--- src/rtl/button_event_fsm.sv ---
// button_event_fsm: turns the debounced button level into press/release/short/long/repeat strobes.
// Define BUTTON_AUTO_REPEAT_EN to enable the auto-repeat counter and repeat_pulse.
module button_event_fsm #(
   parameter int LONG_COUNTS   = 25_000_000,
   parameter int REPEAT_COUNTS = 5_000_000
) (
   input  logic clk,
   input  logic rst_n,
   input  logic btn,
   output logic press_pulse,
   output logic release_pulse,
   output logic short_press,
   output logic long_press,
   output logic repeat_pulse,
   output logic held
);
   localparam int HW = $clog2(LONG_COUNTS + 1);
   localparam logic [HW-1:0] LONG_LAST = HW'(LONG_COUNTS - 1);
   localparam logic [1:0] IDLE = 2'd0, HELD = 2'd1, LONG = 2'd2;

   if (LONG_COUNTS < 2 || REPEAT_COUNTS < 2) begin : g_bad_param
      $error("button_event_fsm: LONG_COUNTS and REPEAT_COUNTS must be >= 2");
   end

   logic [1:0] state_q, state_d;
   logic [HW-1:0] hold_cnt_q, hold_cnt_d;
   logic btn_q, rise, fall;
   logic press_q, press_d, release_q, release_d, short_q, short_d, long_q, long_d;
`ifdef BUTTON_AUTO_REPEAT_EN
   localparam int RW = $clog2(REPEAT_COUNTS + 1);
   localparam logic [RW-1:0] REP_LAST = RW'(REPEAT_COUNTS - 1);
   logic [RW-1:0] rep_cnt_q, rep_cnt_d;
   logic repeat_q, repeat_d;
`endif

   assign rise = btn & ~btn_q;
   assign fall = ~btn & btn_q;

   // Fall is tested before the threshold so a release on the long edge stays short.
   always_comb begin
      state_d    = state_q;
      hold_cnt_d = hold_cnt_q;
      press_d    = 1'b0;
      release_d  = 1'b0;
      short_d    = 1'b0;
      long_d     = 1'b0;
`ifdef BUTTON_AUTO_REPEAT_EN
      rep_cnt_d  = rep_cnt_q;
      repeat_d   = 1'b0;
`endif
      case (state_q)
         IDLE: if (rise) begin
            state_d    = HELD;
            press_d    = 1'b1;
            hold_cnt_d = HW'(1);
         end
         HELD: if (fall) begin
            state_d   = IDLE;
            release_d = 1'b1;
            short_d   = 1'b1;
         end else if (btn) begin
            if (hold_cnt_q == LONG_LAST) begin
               state_d = LONG;
               long_d  = 1'b1;
`ifdef BUTTON_AUTO_REPEAT_EN
               rep_cnt_d = '0;
`endif
            end else hold_cnt_d = hold_cnt_q + 1'b1;
         end
         LONG: if (fall) begin
            state_d   = IDLE;
            release_d = 1'b1;
         end
`ifdef BUTTON_AUTO_REPEAT_EN
         else if (btn) begin
            repeat_d  = rep_cnt_q == REP_LAST;
            rep_cnt_d = repeat_d ? '0 : rep_cnt_q + 1'b1;
         end
`endif
         default: state_d = IDLE;
      endcase
   end

   always_ff @(posedge clk or negedge rst_n) begin
      if (!rst_n) begin
         state_q    <= IDLE;
         hold_cnt_q <= '0;
         btn_q      <= 1'b0;
         press_q    <= 1'b0;
         release_q  <= 1'b0;
         short_q    <= 1'b0;
         long_q     <= 1'b0;
      end else begin
         state_q    <= state_d;
         hold_cnt_q <= hold_cnt_d;
         btn_q      <= btn;
         press_q    <= press_d;
         release_q  <= release_d;
         short_q    <= short_d;
         long_q     <= long_d;
      end
   end

`ifdef BUTTON_AUTO_REPEAT_EN
   always_ff @(posedge clk or negedge rst_n) begin
      if (!rst_n) begin
         rep_cnt_q <= '0;
         repeat_q  <= 1'b0;
      end else begin
         rep_cnt_q <= rep_cnt_d;
         repeat_q  <= repeat_d;
      end
   end
   assign repeat_pulse = repeat_q;
`else
   assign repeat_pulse = 1'b0;
`endif

   assign press_pulse   = press_q;
   assign release_pulse = release_q;
   assign short_press   = short_q;
   assign long_press    = long_q;
   assign held          = state_q != IDLE;
endmodule

--- config.mk ---
export PLATFORM = sky130hd
export DESIGN_NAME = button_event_fsm
export DESIGN_NICKNAME = d
export VERILOG_FILES = /design/src/rtl/button_event_fsm.sv
export SDC_FILE = /design/constraint.sdc
export NUM_CORES = 1
export LEC_CHECK = 0
export ABC_AREA = 1
export CAP_MARGIN = 20
export CELL_PAD_IN_SITES_DETAIL_PLACEMENT = 0
export CELL_PAD_IN_SITES_GLOBAL_PLACEMENT = 1
export CORE_MARGIN = 10
export CORE_UTILIZATION = 39
export DETAILED_ROUTE_END_ITERATION = 8
export PLACE_DENSITY = 0.8
export SYNTH_ARGS = -nofsm -noshare
export SYNTH_HDL_FRONTEND = slang
export SYNTH_SLANG_ARGS = --single-unit
--- constraint.sdc ---
create_clock -name clk -period 1.45 [get_ports clk]
set_input_delay 0.435 -clock clk [delete_from_list [all_inputs] [get_ports clk]]
set_output_delay 0.435 -clock clk [all_outputs]
set_load 0.005 [all_outputs]
After elaboration in Yosys (flattened, before gate mapping)
Index checks and enable logic that the tools add are counted.
W data, S select, Z words.
Word-level totals
  register bits after elaboration: 32
  latch bits: 0
  bits in writable memories: 0
  ROM bits: 0
  input port bits: 3
  output and inout bits: 6
  logic and storage cells: 48
  memories: 0
Operators by class
  add/subtract/negate cells: 1
  multipliers: 0
  div/mod/pow operators: 0
  order comparisons: 0
  equal/unequal tests: 10
  shifts and indexed selects: 0
  muxes and demuxes: 20
  bitwise gates (word level): 4
  reduce and logical (&&, ||, !) cells: 6
Operators with widths (number)
  $mux W25: 4
  $pmux W25 S2: 1
  $add A25 B1 Y25 const B: 1
  $eq A25 B25 Y1 const B: 1
  $mux W2: 5
  $ne A2 B2 Y1 const B: 5
  $mux W1: 9
  $ne A3 B3 Y1 const B: 2
  $pmux W2 S3: 1
  $reduce_and A5 Y1: 1
  $reduce_and A4 Y1: 1
  $reduce_bool A2 Y1: 2
  $and A1 B1 Y1: 2
  $eq A2 B1 Y1 const B: 1
  $eq A2 B2 Y1 const B: 1
  $logic_not A2 Y1: 1
  $not A1 Y1: 2
  $reduce_or A2 Y1: 1

Logic depth before layout (Yosys ltp)
  word-level depth: 5
  gate-level depth with buffers: 11
  mapped depth without buffers: 10

Least setup slack after synthesis
OpenSTA, ideal clock, no wires.
  path kind: flip-flop to flip-flop
  start: reg state_q[1]
  end: reg hold_cnt_q[11]
  library setup time: 0.118 ns
  arrival time: 1.431 ns
  data required time: 1.332 ns
  slack: -0.099 ns
  cell stages (with the launch flop): 11
  buffers on the path: 3
  period minus slack after synthesis: 1.549 ns
  cells stage by stage: dfrtp_1 -> inv_1 -> ha_1 -> buf_2 -> nand2_1 -> a22oi_1 -> nand2_1 -> buf_6 -> buf_6 -> nand2_1 -> o21ai_2
Between the ends
  longest elaborated chain between the ends: 3
  elaborated cells between the ends (all ways): 9
  those cells by class: eq/ne: 5; mux: 1; reduce/logical: 3
RTL lines
  start: declaration: line 25  | logic [1:0] state_q, state_d;
  start signal: assignment: line 94  | state_q <= state_d;
  $eq A2 B1 Y1 / $logic_not A2 Y1 (equally long branches): line 51  | case (state_q)
  $ne A2 B2 Y1 (no source line) / $reduce_bool A2 Y1 (equally long branches)
  $reduce_and A5 Y1 (no source line)
  end signal: assignment: line 95  | hold_cnt_q <= hold_cnt_d;
  end: declaration: line 26  | logic [HW-1:0] hold_cnt_q, hold_cnt_d;
Several ways; a longest one is shown, not always the timed one.
A chain may end at the register's enable or synchronous reset.

Worst setup path after layout
  start: reg state_q[1]
  end: reg hold_cnt_q[13]
The elaborated chain is that of the path after synthesis.

==> impl_metrics.py <==
metrics = {
    "route": {
        "wl_per_cell_um": 13.4,
        "drt-initial-drc-count": 141,
        "vias_per_cell": 4.90,
        "routed_wirelength_mm": 6.24,
        "ant_nets": 0,
        "drc": 0,
        "dr_total_vias": 2289,
        "dr.pass1.iters": 5,
    },
    "clock_network": {
        "clockRootBuffer": "clkbuf_8",
        "clk_pin_slew_ns": 0.06,
        "numCtsBuffers": 5,
        "clkSinkCount": 32,
        "htreeDepth": 2,
        "cts_tree": "done",
        "cts-hold-fix-buffers": 0,
        "clk_path_buf_depth": 2,
        "clk_latency_ns": 0.29,
    },
    "power": {
        "p_sw_w": 0.00121,
        "clkPwrFrac_pct": 19.9,
        "power_frac_comb_pct": 48.3,
        "internal_power_w": 0.00201,
        "p_per_area_nw_per_um2": 1020,
        "pwr-share-seq_pct": 31.9,
        "swShare_pct": 37.5,
        "p_leak_nw": 1.52,
        "vdd_drop_max_uv": 896,
    },
    "worst_setup_path": {
        "crit_path_top_delay_cell": "dfrtp_1",
        "worst_path_most_repeated_cell": "buf_6",
        "ff2ff_path_depth": 9,
        "arrival_ns": 1.85,
        "r2r_slack_ns": -0.23,
        "worstSetupStartpointType": "flip-flop",
        "critPathBufInv": 4,
        "cp.required_ns": 1.62,
        "worstSetupPathType": "reg -> reg",
        "critPathTopFamily": "buffers and inverters",
        "r2r_start": "state_q[1]",
        "endpoint_kind": "flip-flop",
        "worst_path_largest_cell_delay_ns": 0.37,
        "cp_cell_sequence": "inv_2 -> buf_6 -> ha_4 -> buf_6 -> a22oi_2 -> nand2_4 -> clkbuf_16 -> nand2_2 -> o21ai_2",
        "reg2reg_to": "hold_cnt_q[13]",
        "crit_fanout": 7,
    },
    "final_layout": {
        "insertedDiodeCount": 0,
        "area_delta_synth_final_pct": 48.2,
        "drive_gt1_share_pct": 35.5,
        "final_cell_mix": "nand2_1 (98), buf_4 (66), dfrtp_1 (32)",
        "postLayoutCoreUtil_pct": 60.5,
        "fillers": 515,
        "layout_commonest_cell": "nand2_1",
        "nets": 406,
    },
    "synth": {
        "yosys_warnings": 0,
        "syn_nets": 325,
        "synth_mux_area_share_pct": 0,
        "synth_top_family_by_area": "simple AND/OR/NAND/NOR gates",
        "synthDistinctLibCells": 27,
        "synth_xor_area_share_pct": 0.824,
        "yosys.area_share.simple_pct": 42.4,
        "netlist_area_um2": 2130,
        "netlist_top_cells_area": "dfrtp_1 (38%), nand2_1 (22%), nand3_1 (7.5%)",
        "syn_avg_cell_area_um2": 6.68,
        "synth_fa_ha_area_share_pct": 2.35,
        "netlist.top_cell.by_area": "dfrtp_1",
        "seq_area_frac_synth_pct": 37.7,
        "synth_cells": 318,
        "synth.top_cell.area_share_pct": 37.7,
        "synth_seq_cells": 32,
        "synth_compound_area_share_pct": 8.18,
    },
    "placement": {
        "place_ws_ns": -0.450,
        "gp_congestion": 0.904,
        "place_hpwl_mm": 4.46,
        "port_buffers": 7,
    },
    "die": {
        "dieArea_um2": 8800,
        "rows": 26,
        "io_pins": 9,
        "start_util_pct": 40.8,
        "coreArea_um2": 5200,
        "die_w_um": 93.8,
        "die_y_um": 93.8,
    },
    "sta": {
        "grt_setup_unrepaired": "true",
        "hold_viol": 0,
        "post-route-min-period_ns": 1.68,
        "final-max-slew-violation-count": 0,
        "worst_slack_ns": -0.228,
        "fin_crit_sh_pct": 116,
        "clock_skew_ns": 0.00814,
        "clock.fmax_ghz": 0.596,
        "setup-violations-final": 28,
    },
    "hold_path": {
        "min_path_type": "in -> reg",
        "min_to": "btn_q",
        "holdPathStages": 1,
        "min_from": "btn",
    },
    "global_routing": {
        "grt_use_total_pct": 14.3,
        "overflow": 0,
        "antenna_found_initial": 0,
        "grt_pass1_vias": 2268,
        "grt_pass1_wl_mm": 10.2,
        "grt_max_degree": 33,
    },
    "run_status": {
        "outcome": "finished, violations left",
        "violations": "setup timing",
    },
    "run": {
        "drv.max_cap_violation_count": 0,
    },
}
## logic make-up after synthesis
logic type / Yosys count
simple gates: 211
buf+inv: 40
flops: 32
compound gates: 28
fa+ha+maj: 4
xor+xnor: 2
other cells: 1
## repair_timing
item	in CTS	in global routing
gates resized for setup	25	55
buffers inserted	6	3
pin swaps	5	6
cloned	0	3
setup endpoints to repair	33	29
## Yosys cell counts
cell type    n
nand3_1     32
buf_2        2
o21ai_0     10
o21bai_1     7
dfrtp_1     32
a22oi_1      1
o21ai_2      3
or2_2        2
nor2_4       1
inv_2        2
nand2_2      1
a21oi_1      2
o21ai_1      4
buf_4        1
a21boi_0     1
inv_1       31
ha_1         4
xor2_1       2
nor2_2       5
clkbuf_1     1
nor3_1       4
nand2_1    122
buf_6        3
nand3b_1     3
nand4_1     10
conb_1       1
nor2_1      31
## metrics by stage
stage	cell area, µm²	hold WS, ns	instances	total power (W)	setup TNS [ns]
floorplan	2140	0.139	318	0.00160	-1.18
global placement	2730	0.523	450	0.00204	-10.94
detailed placement	2730	0.526	450	0.00204	-11.35
CTS	2900	0.539	461	0.00278	-2.98
global route	3150	0.407	467	0.00337	-7.24
finish	3150	0.389	467	0.00321	-5.04
## cell type report
type	count	area (µm²)	area share, %
well taps	70	87.6	2.78
multi-input cells	246	1370	43.5
repair buffers	81	693	22.0
clock buffers	5	68.8	2.18
flip-flops and latches	32	801	25.4
inverters	33	129	4.09
## flip-flops by register name (all words and copies together) (netlist names)
register / cells
btn_q: 1
hold_cnt_q: 25
long_press: 1
press_pulse: 1
release_pulse: 1
short_press: 1
state_q: 2
## worst register-to-register path, cell delays in order (launching register included)
cell,delay [ns]
dfrtp_1,0.37
inv_2,0.07
buf_6,0.12
ha_4,0.16
buf_6,0.12
a22oi_2,0.26
nand2_4,0.15
clkbuf_16,0.20
nand2_2,0.06
o21ai_2,0.05
## routing by layer
| metal | part of all wire [%] | track usage (%) | vias up |
|---|---|---|---|
| met4 | 0.58 | 3.92 | 0 |
| met5 | 0 | 0 | - |
| met3 | 4.8 | 4.00 | 4 |
| li1 | - | - | 1177 |
| met2 | 49 | 24.4 | 46 |
| met1 | 45 | 17.0 | 1062 |
## worst max-delay path by stage
stage,slack (ns),endpoint,depth (start not counted),start
floorplan,-0.07,hold_cnt_q[11],11,hold_cnt_q[0]
global placement,-0.43,hold_cnt_q[0],6,btn
detailed placement,-0.45,hold_cnt_q[18],7,btn
CTS,-0.13,hold_cnt_q[6],8,state_q[0]
global route,-0.30,hold_cnt_q[13],9,state_q[1]
finish,-0.23,hold_cnt_q[13],9,state_q[1]
## power groups by stage
| stage | registers (W) | clock network [W] | logic [W] |
|---|---|---|---|
| detailed placement | 0.00103 | 0 | 0.00102 |
| global placement | 0.00102 | 0 | 0.00102 |
| finish | 0.00102 | 0.000638 | 0.00155 |
| global route | 0.00103 | 0.000683 | 0.00166 |
| CTS | 0.00101 | 0.000652 | 0.00112 |
| floorplan | 0.00103 | 0 | 0.000571 |
No activity file was read; power rests on OpenSTA's default activity.
